<file path="src/rtl/vga_sync_gen.sv">
// VGA raster timing generator: pixel counters plus registered, mutually aligned sync/blank/frame markers.
// Define VGA_SYNC_TICK_DIV2_EN to advance the raster every second clk; otherwise it advances every clk.
module vga_sync_gen #(
  parameter int H_ACTIVE = 640,
  parameter int H_FP     = 16,
  parameter int H_SYNC   = 96,
  parameter int H_BP     = 48,
  parameter int V_ACTIVE = 480,
  parameter int V_FP     = 10,
  parameter int V_SYNC   = 2,
  parameter int V_BP     = 33,
  parameter int SYNC_POL = 0
) (
  input  logic       clk,
  input  logic       reset,
  output logic [9:0] pixel_x,
  output logic [9:0] pixel_y,
  output logic       hsync,
  output logic       vsync,
  output logic       video_on,
  output logic       pixel_tick,
  output logic       frame_start
);

  localparam int H_TOTAL = H_ACTIVE + H_FP + H_SYNC + H_BP;
  localparam int V_TOTAL = V_ACTIVE + V_FP + V_SYNC + V_BP;

  localparam logic [9:0] H_LAST = 10'(H_TOTAL - 1);
  localparam logic [9:0] V_LAST = 10'(V_TOTAL - 1);

  localparam int HS_START = H_ACTIVE + H_FP;
  localparam int HS_END   = H_ACTIVE + H_FP + H_SYNC;
  localparam int VS_START = V_ACTIVE + V_FP;
  localparam int VS_END   = V_ACTIVE + V_FP + V_SYNC;

  localparam logic SYNC_ACT = (SYNC_POL != 0);

  logic [9:0] x_reg, x_next;
  logic [9:0] y_reg, y_next;
  logic       tick_reg, tick_next;
  logic       hsync_reg, vsync_reg, video_on_reg, frame_start_reg;
  logic       hs_active, vs_active, visible, wrap;

`ifdef VGA_SYNC_TICK_DIV2_EN
  assign tick_next = ~tick_reg;
`else
  assign tick_next = 1'b1;
`endif

  always_comb begin
    x_next = x_reg;
    y_next = y_reg;
    if (tick_reg) begin
      if (x_reg == H_LAST) begin
        x_next = 10'd0;
        if (y_reg == V_LAST) begin
          y_next = 10'd0;
        end else begin
          y_next = y_reg + 10'd1;
        end
      end else begin
        x_next = x_reg + 10'd1;
      end
    end
  end

  // Decode the next-state coordinates so the registered markers line up with the counters.
  always_comb begin
    hs_active = (int'(x_next) >= HS_START) && (int'(x_next) < HS_END);
    vs_active = (int'(y_next) >= VS_START) && (int'(y_next) < VS_END);
    visible   = (int'(x_next) < H_ACTIVE) && (int'(y_next) < V_ACTIVE);
    wrap      = tick_reg && (x_reg == H_LAST) && (y_reg == V_LAST);
  end

  always_ff @(posedge clk or posedge reset) begin
    if (reset) begin
      x_reg           <= 10'd0;
      y_reg           <= 10'd0;
      tick_reg        <= 1'b0;
      hsync_reg       <= ~SYNC_ACT;
      vsync_reg       <= ~SYNC_ACT;
      video_on_reg    <= 1'b0;
      frame_start_reg <= 1'b0;
    end else begin
      x_reg           <= x_next;
      y_reg           <= y_next;
      tick_reg        <= tick_next;
      hsync_reg       <= hs_active ? SYNC_ACT : ~SYNC_ACT;
      vsync_reg       <= vs_active ? SYNC_ACT : ~SYNC_ACT;
      video_on_reg    <= visible;
      frame_start_reg <= wrap;
    end
  end

  assign pixel_x     = x_reg;
  assign pixel_y     = y_reg;
  assign pixel_tick  = tick_reg;
  assign hsync       = hsync_reg;
  assign vsync       = vsync_reg;
  assign video_on    = video_on_reg;
  assign frame_start = frame_start_reg;

endmodule

</file>
<file path="config.mk">
export PLATFORM = sky130hd
export DESIGN_NAME = vga_sync_gen
export DESIGN_NICKNAME = d
export VERILOG_FILES = /design/src/rtl/vga_sync_gen.sv
export SDC_FILE = /design/constraint.sdc
export NUM_CORES = 1
export LEC_CHECK = 0
export ABC_CLOCK_PERIOD_IN_PS = 1700
export BUFFER_PORTS_ARGS = -buffer_cell sky130_fd_sc_hd__buf_4
export CAP_MARGIN = 10
export CORE_AREA = 2 2 66 68
export CTS_BUF_LIST = sky130_fd_sc_hd__clkbuf_4
export CTS_CLUSTER_SIZE = 16
export DETAILED_ROUTE_END_ITERATION = 7
export DIE_AREA = 0 0 68 70
export GPL_TIMING_DRIVEN = 1
export PLACE_DENSITY = 0.63
export SLEW_MARGIN = 20
export SYNTH_ARGS = -nofsm -noshare
export SYNTH_HDL_FRONTEND = slang
export SYNTH_SLANG_ARGS = --single-unit
</file>
<file path="constraint.sdc">
create_clock -name clk -period 1.7 [get_ports clk]
set_input_delay 0.255 -clock clk [delete_from_list [all_inputs] [get_ports clk]]
set_output_delay 0.255 -clock clk [all_outputs]
set_load 0.01 [all_outputs]
</file>
==> impl_metrics.csv, run 1 <==
group,metric,value,unit
outcome,status,"finished, violations left",
outcome,violations,"negative setup slack",
sta,drv_slew,0,
floorplanning,core_area,4140,sq um
finish,area_growth,42.6,%
sta,layout_setup_ws,-0.138,ns
route,met3_length,144,um
place,placed_area,1860,sq um
place,port_buffers,26,
logic_synthesis,synth_flop_cell,"dfrtp_1",
power_and_ir_drop,leakagePower,0.964,nW
floorplanning,die_h,70,um
finish,stdcell_count,247,
clock_tree,clk_latency,0.32,ns
sta,finalHoldViolCount,0,
clock_tree,clockBufferDepth,2,
route,route.met2.wl,1750,um
clock_tree,htreeDepth,1,
route,wl_per_cell,13.2,um
floorplanning,io_pins,27,
finish,final_nets,201,
clock_tree,cts_sinks,25,
floorplanning,die_w,68,um
finish,drive_gt1_share,42.6,%
route,top_layer_used,"met4",
worst_setup_path,slowest_stage,"dfrtp_1",
logic_synthesis,syn_area,1350,sq um
logic_synthesis,syn-num-nets,137,
flow_run,drv_cap,0,
grt,grt_max_degree,26,
power_and_ir_drop,power_density,817,nW/um^2
clock_tree,cts_buffers,3,
sta,setup_viol,4,
worst_setup_path,worstSetupStartpointType,"flop",
min_path,hold_class,"in -> async",
logic_synthesis,syn_avg_cell_area,10.2,sq um
logic_synthesis,synth_edf_count,0,
logic_synthesis,ys_async_sr_fraction,100,%
logic_synthesis,netlist_instances,132,
worst_setup_path,endpoint_kind,"flop",
finish,stdcell_area,1920,sq um
route,antenna_left,0,
route,vias,1202,
grt,antenna_found_initial,0,
clock_tree,cts_setup_buffers,0,
power_and_ir_drop,design_power_total,1.57,mW
route,wl,3250,um
grt,first_global_vias,1253,
sta,whs,0.519,ns
sta,fin_crit,1.84,ns
clock_tree,root_buffer,"clkbuf_4",
clock_tree,cts.clk_slew.worst_paths,0.15,ns
logic_synthesis,ys_seq_area_share,46.7,%
place,place_ws,-0.147,ns
worst_setup_path,cp_data_required_time,1.95,ns
finish,n_antenna_cell,0,
route,first_pass_iters,4,
route,first_iter_violations,48,
logic_synthesis,ys_ff_latch,25,
floorplanning,die_area,4760,sq um
worst_setup_path,path_cells,"or3b_4, nor4_4, buf_4, nand2_1, a21o_2, nand4b_1",
worst_setup_path,crit_arrival,2.09,ns
grt,grt_pass1_wl,5700,um
sta,fin_crit_sh,108,%
worst_setup_path,path_class,"reg -> reg",
place,gp_congestion,0.808,
grt,grt-ovfl-total,0,
route,routed_via_density,4.87,
grt,track_usage,15.4,%
route,wl_met1,1330,um
route,drc,0,
finish,n_fill_cell,412,
sta,grt_setup_unrepaired,"yes",
place,dp_cells,242,
place,dp_hpwl,2600,um
logic_synthesis,yosys_warnings,0,
worst_setup_path,slowest_delay,0.42,ns
worst_setup_path,critical_path.max_fanout,10,
clock_tree,tritoncts,"done",
logic_synthesis,yosysUniqueCellTypes,41,
sta,clock_skew,0.0147,ns
power_and_ir_drop,peakVddDrop,0.000734,V
floorplanning,fp-row-count,24,
sta,max_freq,0.544,GHz
floorplanning,start_util,32.5,%
[per-layer routing]
layer  global-route usage, %  vias to the layer above
met5                       0                        -
met4                    5.78                        0
met3                    2.42                        4
met2                    26.2                       26
met1                    19.3                      590
li1                        -                      582
[synthesized netlist by cell type, drive strengths merged, types with 4 or more instances]
cell	count	share of area, %
dfrtp	23	43
inv	8	2.2
nand2	15	4.2
nand3	5	1.9
nand4	6	3.3
nand4b	4	3.7
nor2	9	2.5
nor3	6	2.6
o21ai	8	3.0
xnor2	8	6.3
xor2	4	2.6
[worst paths after layout]
path / start / end / slack [ns] / depth (start not counted)
setup / recovery: pixel_x[7]$_DFF_PP0_ / vsync$_DFF_PP1_ / -0.14 / 6
setup reg to reg: pixel_x[7]$_DFF_PP0_ / vsync$_DFF_PP1_ / -0.14 / 6
min in group clk: pixel_y[1]$_DFF_PP0_ / pixel_y[1]$_DFF_PP0_ / 0.60 / 2
hold / removal: reset / pixel_y[3]$_DFF_PP0_ / 0.52 / 4
hold reg to reg: pixel_y[1]$_DFF_PP0_ / pixel_y[1]$_DFF_PP0_ / 0.60 / 2
max in group asynchronous: reset / hsync$_DFF_PP1_ / 0.89 / 4
[where the power goes]
part	leakage, nW	internal (mW)	switching (mW)
Sequential	0.324	0.667	0.0593
Clock	0.0177	0.0880	0.181
Combinational	0.622	0.301	0.271
Total	0.964	1.06	0.512
[worst max-delay path, delay by kind of cell, from the launching register on]
kind	cells	cell delay, ns
compound gates	1	0.23
simple gates	4	0.87
flops	1	0.42
buf+inv	1	0.24
[logic make-up after synthesis]
logic type / Yosys count / share of synthesized area (%)
AND/OR/NAND/NOR: 61 / 28.3
flip-flops: 25 / 46.7
AO/OA/AOI/OAI: 16 / 6.97
XOR/XNOR: 12 / 8.92
buffers and inverters: 12 / 4.55
adder cells (fa/ha/maj): 3 / 2.79
multiplexers: 2 / 1.58
other: 1 / 0.279
[cell type report]
class	count	area, sq um	area share [%]
clock buffers	3	22.5	1.17
flip-flops and latches	25	628	32.7
inverters	8	30.0	1.56
repair buffers	63	488	25.4
well taps	52	65.1	3.39
clock inverters	1	5.00	0.261
multi-input cells	95	681	35.5
[stage by stage]
| step | TNS, ns | utilization [%] |
|---|---|---|
| detailed placement | -0.296 | 44.9 |
| finish | -0.275 | 46.3 |
| floorplan | -0.177 | - |
| global route | -1.01 | 46.3 |
| CTS | -0.342 | 46.0 |
| global placement | -0.157 | 44.9 |
[layout by cell type, fill, tap and decap left out, drive strengths merged, types with 2 or more instances in the layout]
cell type  instances
nand4              6
xor2               4
dfstp              2
and3               3
o21ai              8
a21oi              3
nand2             15
or3                2
buf               62
nand3              5
clkbuf             3
nor2               9
ha                 3
nand4b             4
dfrtp             23
inv                8
and2               3
xnor2              8
nor3               6
[what timing repair did]
action                     in CTS  in global routing
hold buffers                    1                  0
setup endpoints to repair       5                 11
hold endpoints to repair       23                  0
gates resized for setup         2                  3
(Power assumes the default switching activity.)
==> inputs of run 2 (changes only) <==
ABC_AREA = 1   (was not set)
CORE_AREA = 2 2 71 73   (was 2 2 66 68)
DIE_AREA = 0 0 73 75   (was 0 0 68 70)
GPL_ROUTABILITY_DRIVEN = 0   (was not set)
==> run 2 against run 1 <==
  * The run now ends clean
  * Clock power up 8.6%
  * Setup slack better by 0.15 ns
  * Final area up 6.8%
  * Register-to-register slack better by 0.15 ns
  * Routed wire length up 16%
  * Critical path type unchanged
==> impl_metrics.csv, run 2 <==
group,metric,value,unit
clock_tree,clk_latency,0.32,ns
route,first_pass_iters,5,
worst_setup_path,slowest_delay,0.42,ns
logic_synthesis,yosysTopAreaCellShare,36.1,%
logic_synthesis,syn_area,1600,sq um
finish,fin_util,44.0,%
route,routed_via_density,4.75,
worst_setup_path,path_cells,"ha_4, nand2_4, inv_4, nand3_4, nor2_4, buf_6, nand4_1, nand2_1, nand3_1, nand3_1, nor2_1",
finish,final_common_cell,"nand2_1",
sta,max_freq,0.591,GHz
worst_setup_path,slowest_stage,"dfrtp_1",
outcome,status,"finished, final reports clean",
grt,grt_pass1_wl,6150,um
min_path,hold_class,"in -> async",
worst_setup_path,endpoint_kind,"flop",
grt,grt-ovfl-total,0,
route,wl_per_cell,11.8,um
sta,fin_crit_sh,99.6,%
sta,whs,0.527,ns
power_and_ir_drop,seq_power_share,43.9,%
finish,mostFrequentLayoutCells,"nand2_1 (51), inv_1 (42), buf_4 (40)",
grt,first_global_vias,1384,
power_and_ir_drop,design_power_total,1.72,mW
power_and_ir_drop,peakVddDrop,0.000403,V
place,port_buffers,26,
clock_tree,root_buffer,"clkbuf_4",
logic_synthesis,yosys_warnings,0,
logic_synthesis,synth_edf_count,0,
floorplanning,die_area,5480,sq um
sta,fin_crit,1.69,ns
clock_tree,cts_sinks,25,
clock_tree,htreeDepth,1,
sta,finalHoldViolCount,0,
finish,drive_gt1_share,28.3,%
clock_tree,clockBufferDepth,2,
logic_synthesis,ys_async_sr_fraction,100,%
grt,track_usage,14.6,%
finish,stdcell_count,319,
flow_run,drv_cap,0,
logic_synthesis,yosysUniqueCellTypes,28,
logic_synthesis,ys_seq_area_share,39.4,%
place,dp_hpwl,2840,um
clock_tree,tritoncts,"done",
sta,clock_skew,0.00416,ns
grt,antenna_found_initial,0,
route,antenna_left,0,
logic_synthesis,ys_ff_latch,25,
floorplanning,core_area,4660,sq um
logic_synthesis,yosys-top-cells-count,"nand2_1 (55), inv_1 (42), nand3_1 (27)",
sta,setup_viol,0,
logic_synthesis,netlist_instances,221,
clock_tree,cts_buffers,3,
finish,final_nets,271,
place,dp_cells,311,
worst_setup_path,critical_path.max_fanout,8,
logic_synthesis,ys_top_cells_by_area,"dfrtp_1 (36%), nand2_1 (13%), inv_1 (9.9%), nand3_1 (8.5%), nand4_1 (5.1%)",
power_and_ir_drop,leakagePower,1.12,nW
floorplanning,die_w,73,um
power_and_ir_drop,power.internal,1.06,mW
power_and_ir_drop,power.switching,656,uW
grt,grt_max_degree,26,
worst_setup_path,cpMostUsedCell,"nand3_1",
clock_tree,cts.clk_slew.worst_paths,0.14,ns
logic_synthesis,syn-num-nets,226,
finish,area_growth,28.5,%
worst_setup_path,worstSetupStartpointType,"flop",
floorplanning,die_h,75,um
power_and_ir_drop,comb_power_share,39.1,%
floorplanning,io_pins,27,
route,vias,1516,
route,wl,3780,um
power_and_ir_drop,clkPwrFrac,17.0,%
route,drc,0,
logic_synthesis,syn_avg_cell_area,7.22,sq um
route,first_iter_violations,60,
worst_setup_path,cp_top_family,"simple AND/OR/NAND/NOR gates",
logic_synthesis,yosysTopAreaCell,"dfrtp_1",
floorplanning,start_util,34.2,%
logic_synthesis,yosysMostFrequentCell,"nand2_1",
power_and_ir_drop,swShare,38.3,%
worst_setup_path,crit_arrival,1.93,ns
power_and_ir_drop,power_density,837,nW/um^2
worst_setup_path,path_class,"reg -> reg",
logic_synthesis,synth_flop_cell,"dfrtp_1",
sta,grt_setup_unrepaired,"yes",
worst_setup_path,cp_data_required_time,1.93,ns
finish,n_antenna_cell,0,
sta,drv_slew,0,
floorplanning,fp-row-count,25,
worst_setup_path,cp.buffers_inverters,2,
run 2: path summary, 6_finish.rpt:
| check | start | to | slack [ns] | cells past startpoint |
|---|---|---|---|---|
| worst max-delay path | pixel_x[1]$_DFF_PP0_ | video_on$_DFF_PP0_ | 0.007 | 11 |
| worst min-delay path | reset | pixel_tick$_DFF_PP0_ | 0.53 | 4 |
| worst max register to register | pixel_x[1]$_DFF_PP0_ | video_on$_DFF_PP0_ | 0.007 | 11 |
| worst min register to register | pixel_x[8]$_DFF_PP0_ | pixel_x[8]$_DFF_PP0_ | 0.61 | 2 |
| max in group asynchronous | reset | hsync$_DFF_PP1_ | 0.88 | 4 |
| min in group clk | pixel_x[8]$_DFF_PP0_ | pixel_x[8]$_DFF_PP0_ | 0.61 | 2 |
run 2: stage by stage:
stage	area (sq um)	setup TNS [ns]	worst slack, ns
after floorplan	1600	0	0.0659
after global placement	1940	0	0.0477
after detailed placement	1940	0	0.0105
after CTS	1980	0	0.0120
after global routing	2050	-0.331	-0.134
final	2050	0	0.00708
run 2: cells by family (layout without fill, tap and decap cells):
group / Yosys count / in the layout / share of synthesized area [%]
and+or+nand+nor: 131 / 131 / 40.9
buffers and inverters: 49 / 93 / 12.1
DFF: 25 / 25 / 39.4
AOI/OAI and AO/OA: 9 / 9 / 3.37
adders and majority gates: 3 / 3 / 2.35
xor gates and xnor gates: 3 / 3 / 1.65
other: 1 / 1 / 0.235
run 2: what timing repair did:
| item | in CTS | in global routing |
|---|---|---|
| endpoints found under the hold margin | 23 | 0 |
| gates resized for setup | 1 | 13 |
| pin swaps | 0 | 12 |
| cloned | 0 | 0 |
| hold buffers | 1 | 0 |
| endpoints found under the setup margin | 1 | 3 |
| buffers inserted | 0 | 3 |
run 2: worst reg2reg max path: cells and delay by family, from the launching register on:
kind | cells | cell delay (ns)
adder cells (fa/ha/maj) | 1 | 0.17
buffers and inverters | 2 | 0.21
flip-flops | 1 | 0.42
AND/OR/NAND/NOR | 8 | 0.81
run 2: routing by layer:
metal,vias to the layer above,share of wire [%],track usage [%]
li1,785,-,-
met1,685,46,18.6
met2,42,48,25.6
met3,4,5.0,3.35
met4,0,0.90,2.67
met5,-,0,0
run 2: cell type report:
cell class              count  area [sq um]
well taps                  54          67.6
inverters                  47           185
repair buffers             42           322
fillers                   487          2610
clock buffers               4          30.0
flip-flops and latches     25           628
multi-input cells         147           817
run 2: power groups by stage:
stage / Clock, mW / Combinational (mW) / Sequential (mW)
2_1_floorplan: 0 / 0.326 / 0.809
3_3_place_gp: 0 / 0.643 / 0.753
3_5_place_dp: 0 / 0.651 / 0.755
4_1_cts: 0.314 / 0.656 / 0.743
5_1_grt: 0.334 / 0.752 / 0.768
6_report: 0.292 / 0.670 / 0.754
==> inputs of run 3 (changes only) <==
ABC_AREA = not set   (was 1)
CORE_AREA = 2 2 66 68   (was 2 2 71 73)
DIE_AREA = 0 0 68 70   (was 0 0 73 75)
SETUP_SLACK_MARGIN = 0.15   (was not set)
==> run 3 against run 2 <==
  * The run now ends with negative setup slack left
  * Setup slack worse by 0.18 ns
  * Total power is 5.9% lower
  * Final cell count shrank 20%
  * Clock skew rose by 0.0035 ns
  * Sequential share of layout area shrank 1.3 points
  * Routed wire length fell by 0.11%
  * Via count shrank 18%
  * Clock-buffer cell count fell by 1
  * Clock power is 3% lower
  * Global-route usage grew 1.4 points
  * Largest power group unchanged
==> impl_metrics.csv, run 3 (synthesized netlist as in run 1, its figures left out) <==
group,metric,value,unit
grt,first_global_vias,1209,
grt,grt-ovfl-total,0,
clock_tree,tritoncts,"done",
finish,n_antenna_cell,0,
sta,layout_setup_ws,-0.171,ns
route,first_iter_violations,48,
grt,track_usage,16.0,%
sta,fin_crit,1.87,ns
place,placed_area,1810,sq um
power_and_ir_drop,leakagePower,1.05,nW
clock_tree,root_buffer,"clkbuf_4",
grt,grt_pass1_wl,5790,um
route,vias,1250,
floorplanning,die_area,4760,sq um
worst_setup_path,slowest_delay,0.43,ns
sta,grt_setup_unrepaired,"yes",
worst_setup_path,worstSetupStartpointType,"flop",
power_and_ir_drop,peakVddDrop,0.000709,V
sta,drv_slew,0,
clock_tree,cts.clk_slew.worst_paths,0.15,ns
place,dp_hpwl,2580,um
floorplanning,fp-row-count,24,
floorplanning,die_w,68,um
route,wl,3780,um
min_path,hold_class,"in -> async",
route,routed_via_density,4.88,
clock_tree,htreeDepth,1,
sta,setup_viol,7,
finish,final_common_cell,"buf_4",
grt,grt_max_degree,26,
finish,mostFrequentLayoutCells,"buf_4 (64), dfrtp_1 (20), nand2_1 (13)",
floorplanning,io_pins,27,
outcome,violations,"negative setup slack",
finish,drive_gt1_share,57.4,%
floorplanning,core_area,4140,sq um
clock_tree,clockBufferDepth,2,
worst_setup_path,crit_arrival,2.13,ns
worst_setup_path,endpoint_kind,"flop",
sta,whs,0.505,ns
sta,finalHoldViolCount,0,
worst_setup_path,r2r-start,"pixel_x[6]$_DFF_PP0_",
place,place_ws,-0.129,ns
worst_setup_path,path_class,"reg -> reg",
sta,clock_skew,0.00766,ns
worst_setup_path,cp_data_required_time,1.96,ns
route,wl_per_cell,14.8,um
grt,antenna_found_initial,0,
worst_setup_path,slowest_stage,"or3b_4",
sta,max_freq,0.534,GHz
route,drc,0,
power_and_ir_drop,power_density,750,nW/um^2
worst_setup_path,startpoint,"pixel_x[6]$_DFF_PP0_",
floorplanning,start_util,32.5,%
finish,area_growth,59.9,%
clock_tree,clk_latency,0.34,ns
power_and_ir_drop,design_power_total,1.61,mW
finish,n_fill_cell,370,
finish,final_nets,210,
flow_run,drv_cap,0,
worst_setup_path,critical_path.max_fanout,7,
sta,fin_crit_sh,110,%
clock_tree,cts_buffers,3,
clock_tree,cts_sinks,25,
outcome,status,"finished, violations left",
floorplanning,die_h,70,um
place,port_buffers,26,
finish,stdcell_area,2150,sq um
route,antenna_left,0,
route,first_pass_iters,4,
worst_setup_path,path_cells,"or3b_4, nor4_4, buf_4, buf_8, nand2_4, a21o_2, nand4b_1",
## run 3: cell count changes in the layout (fill, tap and decap cells not counted), moves of 5 or more
cell,previous run,this run
nand2_1,51,13
nand3_1,25,5
nand4_1,13,5
xnor2_1,0,5
nor2_1,19,5
inv_1,42,7
buf_4,40,64
buf_6,1,6
## run 3: stage by stage
stage	util [%]	TNS [ns]	cells
5_1_grt	52.0	-1.71	256
3_3_place_gp	43.7	-0.127	236
2_1_floorplan	-	-0.177	132
6_report	52.0	-0.799	256
3_5_place_dp	43.7	-0.228	236
4_1_cts	47.6	-0.563	247
## run 3: layer usage
metal	vias to the layer above	wire length [um]	global-route usage [%]
met4	0	67	4.00
met2	37	2010	27.6
met3	7	164	2.90
li1	601	-	-
met1	605	1540	20.2
met5	-	0	0
## run 3: final timing paths
| kind | slack, ns | to | cells after the start |
|---|---|---|---|
| max in group asynchronous | 0.89 | vsync$_DFF_PP1_ | 4 |
| setup reg to reg | -0.17 | vsync$_DFF_PP1_ | 7 |
| min in group clk | 0.60 | pixel_y[0]$_DFF_PP0_ | 2 |
| hold / removal | 0.51 | pixel_y[0]$_DFF_PP0_ | 4 |
| hold reg to reg | 0.60 | pixel_y[0]$_DFF_PP0_ | 2 |
| setup / recovery | -0.17 | vsync$_DFF_PP1_ | 7 |
## run 3: critical path: cells and delay by family (launching register included)
kind | cells | cell delay [ns]
flops | 1 | 0.42
simple gates | 4 | 0.88
compound gates | 1 | 0.20
buf+inv | 2 | 0.31
## run 3: final cells by class
cell class | instances | area [sq um] | area share, %
inverter | 8 | 30.0 | 1.39
clock inverter | 1 | 5.00 | 0.232
clock buffer | 3 | 22.5 | 1.05
sequential | 25 | 632 | 29.3
timing repair buffer | 72 | 573 | 26.6
tap | 52 | 65.1 | 3.02
multi-input combinational | 95 | 826 | 38.3
## run 3: power by group
| group | switching, mW | internal, mW |
|---|---|---|
| sequential | 0.0605 | 0.667 |
| combinational | 0.291 | 0.314 |
| clock | 0.194 | 0.0887 |
## run 3: timing repair
item,4_1_cts,5_1_grt
cloned,0,0
hold buffers,1,0
setup endpoints to repair,11,18
gates resized for setup,19,24
setup buffers,6,9
hold endpoints to repair,23,0
pin swaps,2,15
